`config.mk`:
```
export PLATFORM = sky130hd
export DESIGN_NAME = alu_share_arb_flat
export DESIGN_NICKNAME = d
export VERILOG_FILES = /design/src/rtl/alu_share_arb_if.sv /design/src/rtl/alu_share_arb.sv /design/src/flat_wrapper.sv
export SDC_FILE = /design/constraint.sdc
export NUM_CORES = 1
export LEC_CHECK = 0
export ABC_CLOCK_PERIOD_IN_PS = 1700
export BUFFER_PORTS_ARGS = -buffer_cell sky130_fd_sc_hd__buf_2
export CORE_ASPECT_RATIO = 0.9
export CORE_MARGIN = 3
export CORE_UTILIZATION = 34
export CTS_BUF_LIST = sky130_fd_sc_hd__clkbuf_2 sky130_fd_sc_hd__clkbuf_4 sky130_fd_sc_hd__clkbuf_8
export CTS_CLUSTER_SIZE = 12
export DETAILED_ROUTE_END_ITERATION = 8
export GPL_TIMING_DRIVEN = 0
export MAX_ROUTING_LAYER = met4
export PLACE_DENSITY = 0.66
export SYNTH_ARGS = -nofsm -noshare
export SYNTH_HDL_FRONTEND = slang
export SYNTH_SLANG_ARGS = --single-unit
export TNS_END_PERCENT = 20
```
`constraint.sdc`:
```
create_clock -name clock -period 1.7 [get_ports clock]
set_input_delay 0.34 -clock clock [delete_from_list [all_inputs] [get_ports clock]]
set_output_delay 0.34 -clock clock [all_outputs]
set_load 0.1 [all_outputs]
```
`src/rtl/alu_share_arb_if.sv`:
```
`default_nettype none
// ============================================================================
//  Module      : alu_share_arb_if
//  Description : Requester, ALU-side and response signals of the shared-ALU
//                arbiter. The slave view belongs to the arbiter.
//  Revision    : 1.0  initial release
// ============================================================================
interface alu_share_arb_if #(
    parameter int WIDTH = 32
) ();
    logic             req0;
    logic [WIDTH-1:0] a0;
    logic [WIDTH-1:0] b0;
    logic [3:0]       aluc0;
    logic             req1;
    logic [WIDTH-1:0] a1;
    logic [WIDTH-1:0] b1;
    logic [3:0]       aluc1;
    logic             gnt0;
    logic             gnt1;
    logic [WIDTH-1:0] alu_a;
    logic [WIDTH-1:0] alu_b;
    logic [3:0]       alu_aluc;
    logic [WIDTH-1:0] alu_s;
    logic             alu_z;
    logic             rsp_valid;
    logic             rsp_id;
    logic [WIDTH-1:0] rsp_s;
    logic             rsp_z;
    logic             rsp_ready;
    logic             busy;

    modport slave (
        input  req0, a0, b0, aluc0, req1, a1, b1, aluc1, alu_s, alu_z, rsp_ready,
        output gnt0, gnt1, alu_a, alu_b, alu_aluc, rsp_valid, rsp_id, rsp_s, rsp_z, busy
    );

    modport master (
        output req0, a0, b0, aluc0, req1, a1, b1, aluc1, alu_s, alu_z, rsp_ready,
        input  gnt0, gnt1, alu_a, alu_b, alu_aluc, rsp_valid, rsp_id, rsp_s, rsp_z, busy
    );
endinterface
`default_nettype wire

```
`src/rtl/alu_share_arb.sv`:
```
`default_nettype none
// ============================================================================
//  Module      : alu_share_arb
//  Description : Two-requester arbiter in front of one combinational ALU.
//                Round-robin by default; define ALU_SHARE_FIXED_PRIO_EN for
//                fixed priority to requester 0.
//  Revision    : 1.0  initial release
// ============================================================================
module alu_share_arb #(
    parameter int WIDTH = 32
) (
    input  wire logic      clock,
    input  wire logic      resetn,
    alu_share_arb_if.slave bus
);

    typedef enum logic [1:0] {
        S_IDLE = 2'd0,
        S_EXEC = 2'd1,
        S_RESP = 2'd2
    } state_t;

    state_t           r_state;
    logic             r_last;
    logic             r_busy;
    logic [WIDTH-1:0] r_alu_a;
    logic [WIDTH-1:0] r_alu_b;
    logic [3:0]       r_alu_aluc;
    logic             r_rsp_valid;
    logic             r_rsp_id;
    logic [WIDTH-1:0] r_rsp_s;
    logic             r_rsp_z;

    logic             w_any;
    logic             w_win;
    logic             w_gnt0;
    logic             w_gnt1;
    logic [WIDTH-1:0] w_a;
    logic [WIDTH-1:0] w_b;
    logic [3:0]       w_aluc;

    always_comb begin
        w_any = bus.req0 | bus.req1;
        if (bus.req0 && bus.req1) begin
`ifdef ALU_SHARE_FIXED_PRIO_EN
            w_win = 1'b0;
`else
            // On a tie the requester that did not win last time goes next
            w_win = ~r_last;
`endif
        end else begin
            w_win = bus.req1;
        end
        w_gnt0 = (r_state == S_IDLE) && w_any && !w_win;
        w_gnt1 = (r_state == S_IDLE) && w_any &&  w_win;
        w_a    = w_win ? bus.a1    : bus.a0;
        w_b    = w_win ? bus.b1    : bus.b0;
        w_aluc = w_win ? bus.aluc1 : bus.aluc0;
    end

    always_ff @(posedge clock or negedge resetn) begin
        if (!resetn) begin
            r_state     <= S_IDLE;
            r_last      <= 1'b1;
            r_busy      <= 1'b0;
            r_alu_a     <= '0;
            r_alu_b     <= '0;
            r_alu_aluc  <= '0;
            r_rsp_valid <= 1'b0;
            r_rsp_id    <= 1'b0;
            r_rsp_s     <= '0;
            r_rsp_z     <= 1'b0;
        end else begin
            case (r_state)
                S_IDLE: begin
                    if (w_any) begin
                        r_alu_a    <= w_a;
                        r_alu_b    <= w_b;
                        r_alu_aluc <= w_aluc;
                        r_rsp_id   <= w_win;
                        r_last     <= w_win;
                        r_busy     <= 1'b1;
                        r_state    <= S_EXEC;
                    end
                end
                S_EXEC: begin
                    r_rsp_s     <= bus.alu_s;
                    r_rsp_z     <= bus.alu_z;
                    r_rsp_valid <= 1'b1;
                    r_state     <= S_RESP;
                end
                S_RESP: begin
                    if (bus.rsp_ready) begin
                        r_rsp_valid <= 1'b0;
                        r_busy      <= 1'b0;
                        r_state     <= S_IDLE;
                    end
                end
                default: begin
                    r_rsp_valid <= 1'b0;
                    r_busy      <= 1'b0;
                    r_state     <= S_IDLE;
                end
            endcase
        end
    end

    assign bus.gnt0      = w_gnt0;
    assign bus.gnt1      = w_gnt1;
    assign bus.alu_a     = r_alu_a;
    assign bus.alu_b     = r_alu_b;
    assign bus.alu_aluc  = r_alu_aluc;
    assign bus.rsp_valid = r_rsp_valid;
    assign bus.rsp_id    = r_rsp_id;
    assign bus.rsp_s     = r_rsp_s;
    assign bus.rsp_z     = r_rsp_z;
    assign bus.busy      = r_busy;

endmodule
`default_nettype wire

```
`src/flat_wrapper.sv`:
```
// flat-port wrapper written by rule: the top's interface ports become plain ports
module alu_share_arb_flat 
#(
    parameter int WIDTH = 32
)
  (clock, resetn, bus_req0, bus_a0, bus_b0, bus_aluc0, bus_req1, bus_a1, bus_b1, bus_aluc1, bus_alu_s, bus_alu_z, bus_rsp_ready, bus_gnt0, bus_gnt1, bus_alu_a, bus_alu_b, bus_alu_aluc, bus_rsp_valid, bus_rsp_id, bus_rsp_s, bus_rsp_z, bus_busy);
  alu_share_arb_if #(.WIDTH(WIDTH)) bus_i ();
  input  wire logic clock;
  input  wire logic resetn;
  input wire logic [$bits(bus_i.req0)-1:0] bus_req0;
  input wire logic [$bits(bus_i.a0)-1:0] bus_a0;
  input wire logic [$bits(bus_i.b0)-1:0] bus_b0;
  input wire logic [$bits(bus_i.aluc0)-1:0] bus_aluc0;
  input wire logic [$bits(bus_i.req1)-1:0] bus_req1;
  input wire logic [$bits(bus_i.a1)-1:0] bus_a1;
  input wire logic [$bits(bus_i.b1)-1:0] bus_b1;
  input wire logic [$bits(bus_i.aluc1)-1:0] bus_aluc1;
  input wire logic [$bits(bus_i.alu_s)-1:0] bus_alu_s;
  input wire logic [$bits(bus_i.alu_z)-1:0] bus_alu_z;
  input wire logic [$bits(bus_i.rsp_ready)-1:0] bus_rsp_ready;
  output wire logic [$bits(bus_i.gnt0)-1:0] bus_gnt0;
  output wire logic [$bits(bus_i.gnt1)-1:0] bus_gnt1;
  output wire logic [$bits(bus_i.alu_a)-1:0] bus_alu_a;
  output wire logic [$bits(bus_i.alu_b)-1:0] bus_alu_b;
  output wire logic [$bits(bus_i.alu_aluc)-1:0] bus_alu_aluc;
  output wire logic [$bits(bus_i.rsp_valid)-1:0] bus_rsp_valid;
  output wire logic [$bits(bus_i.rsp_id)-1:0] bus_rsp_id;
  output wire logic [$bits(bus_i.rsp_s)-1:0] bus_rsp_s;
  output wire logic [$bits(bus_i.rsp_z)-1:0] bus_rsp_z;
  output wire logic [$bits(bus_i.busy)-1:0] bus_busy;
  assign bus_i.req0 = bus_req0;
  assign bus_i.a0 = bus_a0;
  assign bus_i.b0 = bus_b0;
  assign bus_i.aluc0 = bus_aluc0;
  assign bus_i.req1 = bus_req1;
  assign bus_i.a1 = bus_a1;
  assign bus_i.b1 = bus_b1;
  assign bus_i.aluc1 = bus_aluc1;
  assign bus_i.alu_s = bus_alu_s;
  assign bus_i.alu_z = bus_alu_z;
  assign bus_i.rsp_ready = bus_rsp_ready;
  assign bus_gnt0 = bus_i.gnt0;
  assign bus_gnt1 = bus_i.gnt1;
  assign bus_alu_a = bus_i.alu_a;
  assign bus_alu_b = bus_i.alu_b;
  assign bus_alu_aluc = bus_i.alu_aluc;
  assign bus_rsp_valid = bus_i.rsp_valid;
  assign bus_rsp_id = bus_i.rsp_id;
  assign bus_rsp_s = bus_i.rsp_s;
  assign bus_rsp_z = bus_i.rsp_z;
  assign bus_busy = bus_i.busy;
  alu_share_arb #(.WIDTH(WIDTH)) u_core (.clock(clock), .resetn(resetn), .bus(bus_i));
endmodule
```
==> qor.yml <==
status: "finished with violations"
failed_checks: "negative setup slack"
crit_path_start_kind: "register"
cts.clk_slew.worst_paths_ns: 0.11
worstSetupPathType: "register to primary output"
pin_count: 280
die_y_um: 115
cp_top_family: "flip-flops"
finClkSkew_ns: 0.0155
r2r_end: "u_core.bus.alu_a[22]"
routed-wl-met2_mm: 7.10
path_depth: 4
dr.pass1.iters: 4
cts_sinks: 107
fmax_mhz: 537
setup_viol: 2
stdcell_area_sq_um: 6540
die-area_sq_um: 14700
rsz0062_at_grt: "true"
placed_area_sq_um: 6150
die_w_um: 128
dr.first_iter.drc_count: 210
crit_chain: "nand2b_4 > and3_4 > buf_8 > buf_12"
hold_viol: 0
cts_tree: "built"
end_kind: "primary output"
top_layer_used: "met4"
final_cell_mix: "282 x buf_2, 105 x dfrtp_1, 68 x a221o_1"
synthesis.nets: 503
grt_pass1_wl_mm: 22.6
start_util_pct: 35.2
slew_violations: 0
period_needed_ns: 1.86
clk_path_buf_depth: 2
ys_types: 21
worstPathArrival_ns: 1.52
cts_max_level: 3
placementRows: 39
core_sq_um: 12800
synth_seq_cells: 107
viasPerCell: 5.14
ant_nets: 0
layout_commonest_cell: "buf_2"
fin_setup_tns_ns: -0.269
r2r_slack_ns: 0.04
worst_slack_ns: -0.162
holdCritPathClass: "input port to register"
yosysWarnings: 0
worst_skew_pair.late_latency_ns: 0.39
cap_violations: 0
r2r-start: "u_core.r_last"
vias: 4093
area_growth_pct: 44.7
seq_area_frac_synth_pct: 59.3
endpoint: "bus_gnt0"
overflow: 0
tightest_slew_ns: 0.588
port-buffer-count: 279
drc: 0
synthesis.area_sq_um: 4520
max_stage_delay_ns: 0.57
max-slew-margin-rel_pct: 60.8
gp_congestion: 0.815
gr-usage-all-layers_pct: 20.2
cp.required_ns: 1.36
cp-startpoint: "u_core.r_last"
rr_worst_depth: 5
nNetsFinal: 801
instances_no_fill: 797
drive_above_1_share_pct: 58.2
critPathSlowestCell: "dfstp_2"
wl_met1_mm: 6.21
antenna_found_initial: 1
wl_per_cell_um: 18.6
cp_max_fo: 3
place_inst: 773
path_buf_inv: 2
grt_max_degree: 72
detail_route.wirelength_mm: 14.9
syn_area_per_cell_sq_um: 13.7
clock-root-buffer: "clkbuf_8"
hpwl_mm: 11.3
cts_inserted_buffers: 9
post-route-period-util_pct: 110
grt_pass1_vias: 4159
fill_cells: 1144
wl_met3_mm: 1.30
syn_inst: 329
-- sequential cells by signal, summed over array words and instances, names as in the netlist --
signal / cells
u_core.bus.rsp_id: 1
u_core.bus.alu_b: 32
u_core.bus.alu_aluc: 4
u_core.r_state: 2
u_core.bus.rsp_z: 1
u_core.r_last: 1
u_core.bus.busy: 1
u_core.bus.rsp_s: 32
u_core.bus.alu_a: 32
u_core.bus.rsp_valid: 1
-- cell usage after synthesis --
library cell	n	area share (%)
nor2_2	1	0.14
clkbuf_1	12	1.0
dfrtp_1	106	59
inv_1	3	0.25
o22ai_1	1	0.14
nand2_1	2	0.17
o22a_1	1	0.19
or2_1	1	0.14
dfstp_2	1	0.58
a21boi_0	58	9.6
a2bb2oi_1	1	0.19
mux2_2	33	8.2
a21o_1	3	0.50
nand2b_1	1	0.14
buf_6	2	0.50
a221o_1	68	15
nor2_1	1	0.083
buf_2	21	2.3
nor2b_1	1	0.14
and3_1	2	0.28
a21boi_1	10	1.7
-- worst min-delay path by stage --
stage / cells past startpoint / slack, ns / endpoint / from
CTS: 2 / 0.14 / u_core.bus.alu_b[30] / bus_b1[30]
global placement: 1 / 0.46 / u_core.bus.rsp_id / u_core.bus.rsp_id
floorplan: 0 / 0.04 / u_core.bus.alu_a[0] / resetn
finish: 2 / 0.17 / u_core.bus.alu_aluc[1] / bus_aluc1[1]
global route: 2 / 0.15 / u_core.bus.rsp_s[17] / bus_alu_s[17]
detailed placement: 1 / 0.33 / u_core.bus.rsp_s[16] / resetn
-- logic make-up after synthesis --
kind of cell,after synthesis,share of synthesized area (%)
multiplexers,33,8.22
AND/OR/NAND/NOR,9,1.08
flip-flops,107,59.3
buffers and inverters,38,4.07
AO/OA/AOI/OAI,142,27.4
-- layer usage --
layer	global-route usage [%]	vias to the layer above
li1	-	1891
met1	25.9	1973
met2	31.8	208
met3	5.02	21
met4	5.86	0
met5	-	-
-- final cells by class --
cell class,instances,area (sq um),share of cell area [%]
buffer,32,228,3.48
inverter,3,11.3,0.172
tap,164,205,3.14
clock buffer,10,138,2.10
sequential,107,2680,41.0
multi-input combinational,184,1680,25.7
clock inverter,6,62.6,0.956
antenna,1,2.50,0.0383
timing repair buffer,290,1530,23.5
-- what timing repair did --
| item | 4_1_cts | 5_1_grt |
|---|---|---|
| setup endpoints to repair | 73 | 81 |
| hold buffers | 1 | 0 |
| gates resized for setup | 27 | 21 |
| endpoints found under the hold margin | 36 | 0 |
| setup buffers | 8 | 2 |
| pin swaps | 3 | 3 |
-- per-stage QoR --
| step | hold WS [ns] | utilization (%) | setup slack (ns) |
|---|---|---|---|
| global placement | 0.458 | 47.7 | -0.904 |
| floorplan | 0.0444 | - | -0.0333 |
| CTS | 0.142 | 50.7 | -0.235 |
| finish | 0.174 | 51.0 | -0.162 |
| global route | 0.148 | 51.0 | -0.220 |
| detailed placement | 0.330 | 48.0 | -0.643 |
-- worst register-to-register path: cells and delay by family (launching register included) --
| family | cells | cell delay [ns] |
|---|---|---|
| compound gates | 1 | 0.36 |
| buf+inv | 2 | 0.37 |
| flops | 1 | 0.57 |
| simple gates | 2 | 0.24 |
Power is left out: the tool's default activity adds up to more than one toggle a clock period on the data nets, which glitch-free logic cannot reach.
